File: config.mk
export PLATFORM = sky130hd
export DESIGN_NAME = shift_reg_chain_flat
export DESIGN_NICKNAME = d
export VERILOG_FILES = /design/src/rtl/shift_reg_chain_if.sv /design/src/rtl/shift_reg_chain.sv /design/src/flat_wrapper.sv
export SDC_FILE = /design/constraint.sdc
export NUM_CORES = 1
export LEC_CHECK = 0
export CORE_AREA = 2 2 72 74
export DETAILED_ROUTE_END_ITERATION = 16
export DIE_AREA = 0 0 74 76
export PLACE_DENSITY = 0.75
export SYNTH_ARGS = -nofsm -noshare
export SYNTH_HDL_FRONTEND = slang
export SYNTH_SLANG_ARGS = --single-unit
File: constraint.sdc
create_clock -name clk -period 2.7 [get_ports clk]
set_clock_uncertainty 0.05 [all_clocks]
set_input_delay 0.54 -clock clk [delete_from_list [all_inputs] [get_ports clk]]
set_output_delay 0.54 -clock clk [all_outputs]
set_load 0.02 [all_outputs]
File: src/rtl/shift_reg_chain_if.sv
// shift_reg_chain_if: command and observation bundle for the shift_reg_chain.
// The master side (operand feeder) drives load/shift commands and reads the
// chain state.  The slave side is the chain itself.
// The rotate command exists only when SHIFTREG_ROTATE_EN is defined.
interface shift_reg_chain_if #(
    parameter int WIDTH = 8,
    parameter int DEPTH = 4
);
    localparam int CW = $clog2(DEPTH + 1);

    logic                     load;
    logic [DEPTH*WIDTH-1:0]   pload;
    logic                     shift_en;
    logic [WIDTH-1:0]         shin;
    logic                     shin_valid;
`ifdef SHIFTREG_ROTATE_EN
    logic                     rotate;
`endif
    logic [WIDTH-1:0]         out;
    logic                     out_valid;
    logic [DEPTH*WIDTH-1:0]   stages;
    logic [CW-1:0]            count;
    logic                     full;
    logic                     empty;

`ifdef SHIFTREG_ROTATE_EN
    modport master (
        output load, pload, shift_en, shin, shin_valid, rotate,
        input  out, out_valid, stages, count, full, empty
    );

    modport slave (
        input  load, pload, shift_en, shin, shin_valid, rotate,
        output out, out_valid, stages, count, full, empty
    );
`else
    modport master (
        output load, pload, shift_en, shin, shin_valid,
        input  out, out_valid, stages, count, full, empty
    );

    modport slave (
        input  load, pload, shift_en, shin, shin_valid,
        output out, out_valid, stages, count, full, empty
    );
`endif
endinterface

File: src/rtl/shift_reg_chain.sv
// shift_reg_chain: DEPTH stages of WIDTH-bit data, each with a valid bit.
// Supports parallel load, enabled shift and hold, and keeps an occupancy
// count so feeders can see when the chain is full or drained.
// Optional macro SHIFTREG_ROTATE_EN adds a rotate command that feeds the
// last stage back into stage 0 for operand reuse.
// Command priority each cycle: reset > load > rotate > shift_en > hold.
module shift_reg_chain #(
    parameter int WIDTH = 8,
    parameter int DEPTH = 4
) (
    input  logic               clk,
    input  logic               reset,
    shift_reg_chain_if.slave   bus
);
    localparam int            CW      = $clog2(DEPTH + 1);
    localparam logic [CW-1:0] DEPTH_C = CW'(DEPTH);

    logic [WIDTH-1:0]       stage_q [DEPTH];
    logic [DEPTH-1:0]       vld_q;
    logic [CW-1:0]          count_q;
    logic [DEPTH*WIDTH-1:0] stages_flat;

    // Chain state update; count moves by shin_valid in and the last valid out,
    // so it stays equal to the popcount of vld_q without recounting.
    always_ff @(posedge clk) begin
        if (reset) begin
            for (int i = 0; i < DEPTH; i++) begin
                stage_q[i] <= '0;
            end
            vld_q   <= '0;
            count_q <= '0;
        end else if (bus.load) begin
            for (int i = 0; i < DEPTH; i++) begin
                stage_q[i] <= bus.pload[i*WIDTH +: WIDTH];
            end
            vld_q   <= '1;
            count_q <= DEPTH_C;
        end
`ifdef SHIFTREG_ROTATE_EN
        else if (bus.rotate) begin
            stage_q[0] <= stage_q[DEPTH-1];
            for (int i = 1; i < DEPTH; i++) begin
                stage_q[i] <= stage_q[i-1];
            end
            vld_q <= {vld_q[DEPTH-2:0], vld_q[DEPTH-1]};
        end
`endif
        else if (bus.shift_en) begin
            stage_q[0] <= bus.shin;
            for (int i = 1; i < DEPTH; i++) begin
                stage_q[i] <= stage_q[i-1];
            end
            vld_q   <= {vld_q[DEPTH-2:0], bus.shin_valid};
            count_q <= count_q + CW'(bus.shin_valid) - CW'(vld_q[DEPTH-1]);
        end
    end

    // Pack the stage array into the flat bus, stage i at slice i.
    always_comb begin
        stages_flat = '0;
        for (int i = 0; i < DEPTH; i++) begin
            stages_flat[i*WIDTH +: WIDTH] = stage_q[i];
        end
    end

    assign bus.out       = stage_q[DEPTH-1];
    assign bus.out_valid = vld_q[DEPTH-1];
    assign bus.stages    = stages_flat;
    assign bus.count     = count_q;
    assign bus.full      = (count_q == DEPTH_C);
    assign bus.empty     = (count_q == '0);

endmodule

File: src/flat_wrapper.sv
// flat-port wrapper written by rule: the top's interface ports become plain ports
module shift_reg_chain_flat 
#(
    parameter int WIDTH = 8,
    parameter int DEPTH = 4
)
  (clk, reset, bus_load, bus_pload, bus_shift_en, bus_shin, bus_shin_valid, bus_out, bus_out_valid, bus_stages, bus_count, bus_full, bus_empty);
  shift_reg_chain_if #(.WIDTH(WIDTH), .DEPTH(DEPTH)) bus_i ();
  input  logic clk;
  input  logic reset;
  input wire logic [$bits(bus_i.load)-1:0] bus_load;
  input wire logic [$bits(bus_i.pload)-1:0] bus_pload;
  input wire logic [$bits(bus_i.shift_en)-1:0] bus_shift_en;
  input wire logic [$bits(bus_i.shin)-1:0] bus_shin;
  input wire logic [$bits(bus_i.shin_valid)-1:0] bus_shin_valid;
  output wire logic [$bits(bus_i.out)-1:0] bus_out;
  output wire logic [$bits(bus_i.out_valid)-1:0] bus_out_valid;
  output wire logic [$bits(bus_i.stages)-1:0] bus_stages;
  output wire logic [$bits(bus_i.count)-1:0] bus_count;
  output wire logic [$bits(bus_i.full)-1:0] bus_full;
  output wire logic [$bits(bus_i.empty)-1:0] bus_empty;
  assign bus_i.load = bus_load;
  assign bus_i.pload = bus_pload;
  assign bus_i.shift_en = bus_shift_en;
  assign bus_i.shin = bus_shin;
  assign bus_i.shin_valid = bus_shin_valid;
  assign bus_out = bus_i.out;
  assign bus_out_valid = bus_i.out_valid;
  assign bus_stages = bus_i.stages;
  assign bus_count = bus_i.count;
  assign bus_full = bus_i.full;
  assign bus_empty = bus_i.empty;
  shift_reg_chain #(.WIDTH(WIDTH), .DEPTH(DEPTH)) u_core (.clk(clk), .reset(reset), .bus(bus_i));
endmodule
==> results.toml <==
[clock_tree]
cts.sinks = 39
htree_num_levels = 2
ctsResizeCount = 0
cts_root_buf = "clkbuf_8"
cts_tree = "yes"
insertion_delay_ns = 0.29
clkTransAtPathRegs_ns = 0.07
numCtsBuffers = 5
ctsHoldBuffers = 0
cts_max_path_buffers = 2
cts_setup_buffers = 0

[layout]
fillers = 435
stdcell_count = 321
multiInputGateArea_sq_um = 626
diodes = 0
final-seq-area_sq_um = 1100
num-nets-final = 298
drive_above_1_share_pct = 5.98
final_util_pct = 59.1
syn_to_final_growth_pct = 55.0

[power_and_ir_drop]
swShare_pct = 23.8
power.total_mw = 1.65
powerDensity_nw_per_um2 = 569
p_leak_nw = 1.08
pwr-share-comb_pct = 21.7
p_seq_share_pct = 44.0
ir_worst_vdd_v = 0.000402
p_sw_mw = 0.393
internal-power_mw = 1.26
p_clk_share_pct = 34.2

[timing]
worstMarginPinSlew_ns = 0.973
fin_ws_ns = 0.551
setup_viol = 0
clock.fmax_mhz = 465
relSlewSlack_pct = 34.9
fin_crit_ns = 2.15
rsz0062_at_grt = "false"
fin_crit_sh_pct = 79.6
tns_ns = 0
slew_violations = 0
finalHoldViolations = 0

[setup_path]
reg2reg_from = "u_core.bus.count[0]"
critical_path_buf_inv_count = 2
crit_type = "reg2reg"
arrival_ns = 2.27
crit_family = "adder cells"
cp-start-kind = "flip-flop"
worst_ep_required_time_ns = 2.82
critPathMaxStageDelay_ns = 0.39
worst_setup_path_end_kind = "flip-flop"
r2r-end = "u_core.bus.count[2]"
crit_chain = "inv_1 -> ha_1 -> inv_1 -> ha_1 -> fa_1 -> xor2_1 -> nor3_1 -> a2111oi_1"
critical_path.slowest_cell = "a2111oi_1"
critical_path_peak_fanout = 4
ff2ff_path_depth = 8
rrSetupSlack_ns = 0.55

[drt]
vias = 1554
drt_iter0_drc = 115
drt-total-wl_mm = 4.51
ant_nets = 0
drc = 0
viasPerCell = 4.84
wl_per_cell_um = 14.1
drt_pass1_iterations = 4

[grt]
grt_overflow = 0
grt_pass1_vias = 1524
grt_max_degree = 24
grtUsageTotal_pct = 17.0
grt_first_pass_wirelength_mm = 7.30
antenna_found_initial = 0

[run]
cap_violations = 0

[placed_design]
routabilityCongestion = 0.809
port_buffers = 90
dp_hpwl_mm = 3.27
pre_cts_slack_ns = 0.209
dp.cells = 313

[run_status]
status = "complete, no violations"

[floorplan]
core_sq_um = 4910
std_cell_rows = 26
die_y_um = 76
die_w_um = 74
dieArea_sq_um = 5620
start_util_pct = 38.1
ios = 91

[logic_synthesis]
syn_nets = 217
synth_cell_types = 23
syn_area_per_cell_sq_um = 11.1
syn_inst = 169
ys_seq_area_share_pct = 58.8
synth_area_sq_um = 1870
yosysWarningCount = 0
synth_seq_cells = 39

[min_path]
hp-class = "reg2reg"
hold_path.startpoint = "u_core.vld_q[2]"
min_path_cells = 2
min_to = "u_core.vld_q[3]"
-- worst register-to-register path: stages, from the launching register on --
cell       delay, ns
dfxtp_1         0.37
inv_1           0.07
ha_1            0.27
inv_1           0.04
ha_1            0.19
fa_1            0.38
xor2_1          0.21
nor3_1          0.08
a2111oi_1       0.39
-- sequential cells by signal, indices dropped and copies added, names as in the netlist --
register,count
u_core.stage_q,32
u_core.vld_q,4
u_core.bus.count,3
-- final cells by class --
class                           count  area share [%]
Clock buffer                        6            2.50
Clock inverter                      2            2.07
Inverter                            4           0.517
Multi-Input combinational cell    104            21.6
Sequential cell                    39            37.9
Tap cell                           70            3.02
Timing Repair Buffer               96            32.4
-- synthesized netlist by cell type --
| cell type | instances | area (sq um) |
|---|---|---|
| buf_2 | 3 | 15.0 |
| nand3b_1 | 9 | 67.6 |
| nor3_1 | 5 | 25.0 |
| edfxtp_1 | 32 | 961 |
| nor2b_2 | 1 | 8.76 |
| fa_1 | 1 | 20.0 |
| a21oi_1 | 9 | 45.0 |
| nor2b_1 | 4 | 25.0 |
| ha_1 | 2 | 25.0 |
| or3_1 | 3 | 18.8 |
| buf_1 | 2 | 7.51 |
| clkbuf_1 | 5 | 18.8 |
| buf_4 | 12 | 90.1 |
| dfxtp_1 | 7 | 140 |
| nor2_1 | 28 | 105 |
| inv_1 | 4 | 15.0 |
| a211oi_1 | 4 | 30.0 |
| xor2_1 | 1 | 8.76 |
| nand2_1 | 10 | 37.5 |
| mux2i_1 | 2 | 20.0 |
| and3_1 | 1 | 6.26 |
| a2111oi_1 | 1 | 10.0 |
| a22oi_1 | 23 | 173 |
-- cells in the final DEF, fill, tap and decap left out --
cell type / instances
xor2_1: 1
fa_1: 1
nor2b_1: 4
buf_4: 6
clkbuf_1: 1
and3_1: 1
bufinv_16: 2
inv_1: 4
nor3_1: 5
ha_1: 2
a21oi_1: 9
a2111oi_1: 1
a211oi_1: 4
a22oi_1: 23
edfxtp_1: 32
clkdlybuf4s50_1: 89
nor2_1: 28
or3_1: 3
mux2i_1: 2
buf_2: 1
nor2b_2: 1
dfxtp_1: 7
clkbuf_8: 5
nand3b_1: 9
nand2_1: 10
-- power groups by stage --
stage | clock network (mW) | logic, mW | registers [mW]
finish | 0.566 | 0.359 | 0.728
global route | 0.601 | 0.386 | 0.734
CTS | 0.574 | 0.362 | 0.728
detailed placement | 0 | 0.361 | 0.741
global placement | 0 | 0.355 | 0.740
floorplan | 0 | 0.124 | 0.793
-- through the flow --
stage | cell area (sq um) | hold WS (ns)
final | 2900 | 0.448
after global routing | 2900 | 0.504
after CTS | 2900 | 0.448
after detailed placement | 2770 | 0.429
after global placement | 2770 | 0.411
after floorplan | 1870 | 0.407
-- logic make-up after synthesis --
kind of cell               synth area share, %
AOI/OAI and AO/OA                         13.8
and+or+nand+nor                           15.7
muxes                                     1.07
xor gates and xnor gates                 0.468
buffers and inverters                     7.82
DFF                                       58.8
adders and majority gates                 2.40
-- worst max path at each step --
| stage | start | end | slack [ns] | depth (start not counted) |
|---|---|---|---|---|
| after floorplan | u_core.bus.count[0] | u_core.bus.count[2] | 0.62 | 8 |
| final | u_core.bus.count[0] | u_core.bus.count[2] | 0.55 | 8 |
| after detailed placement | bus_shin_valid | u_core.bus.count[2] | 0.21 | 6 |
| after CTS | u_core.bus.count[0] | u_core.bus.count[2] | 0.52 | 8 |
| after global routing | u_core.bus.count[0] | u_core.bus.count[2] | 0.37 | 8 |
| after global placement | bus_shin_valid | u_core.bus.count[2] | 0.38 | 6 |
-- layer usage --
metal  routed length [um]  track usage, %
met1                 1850            21.0
met2                 2310            27.4
met4                   36            8.00
met5                    0               0
met3                  309            4.10
(Power assumes the default switching activity.)
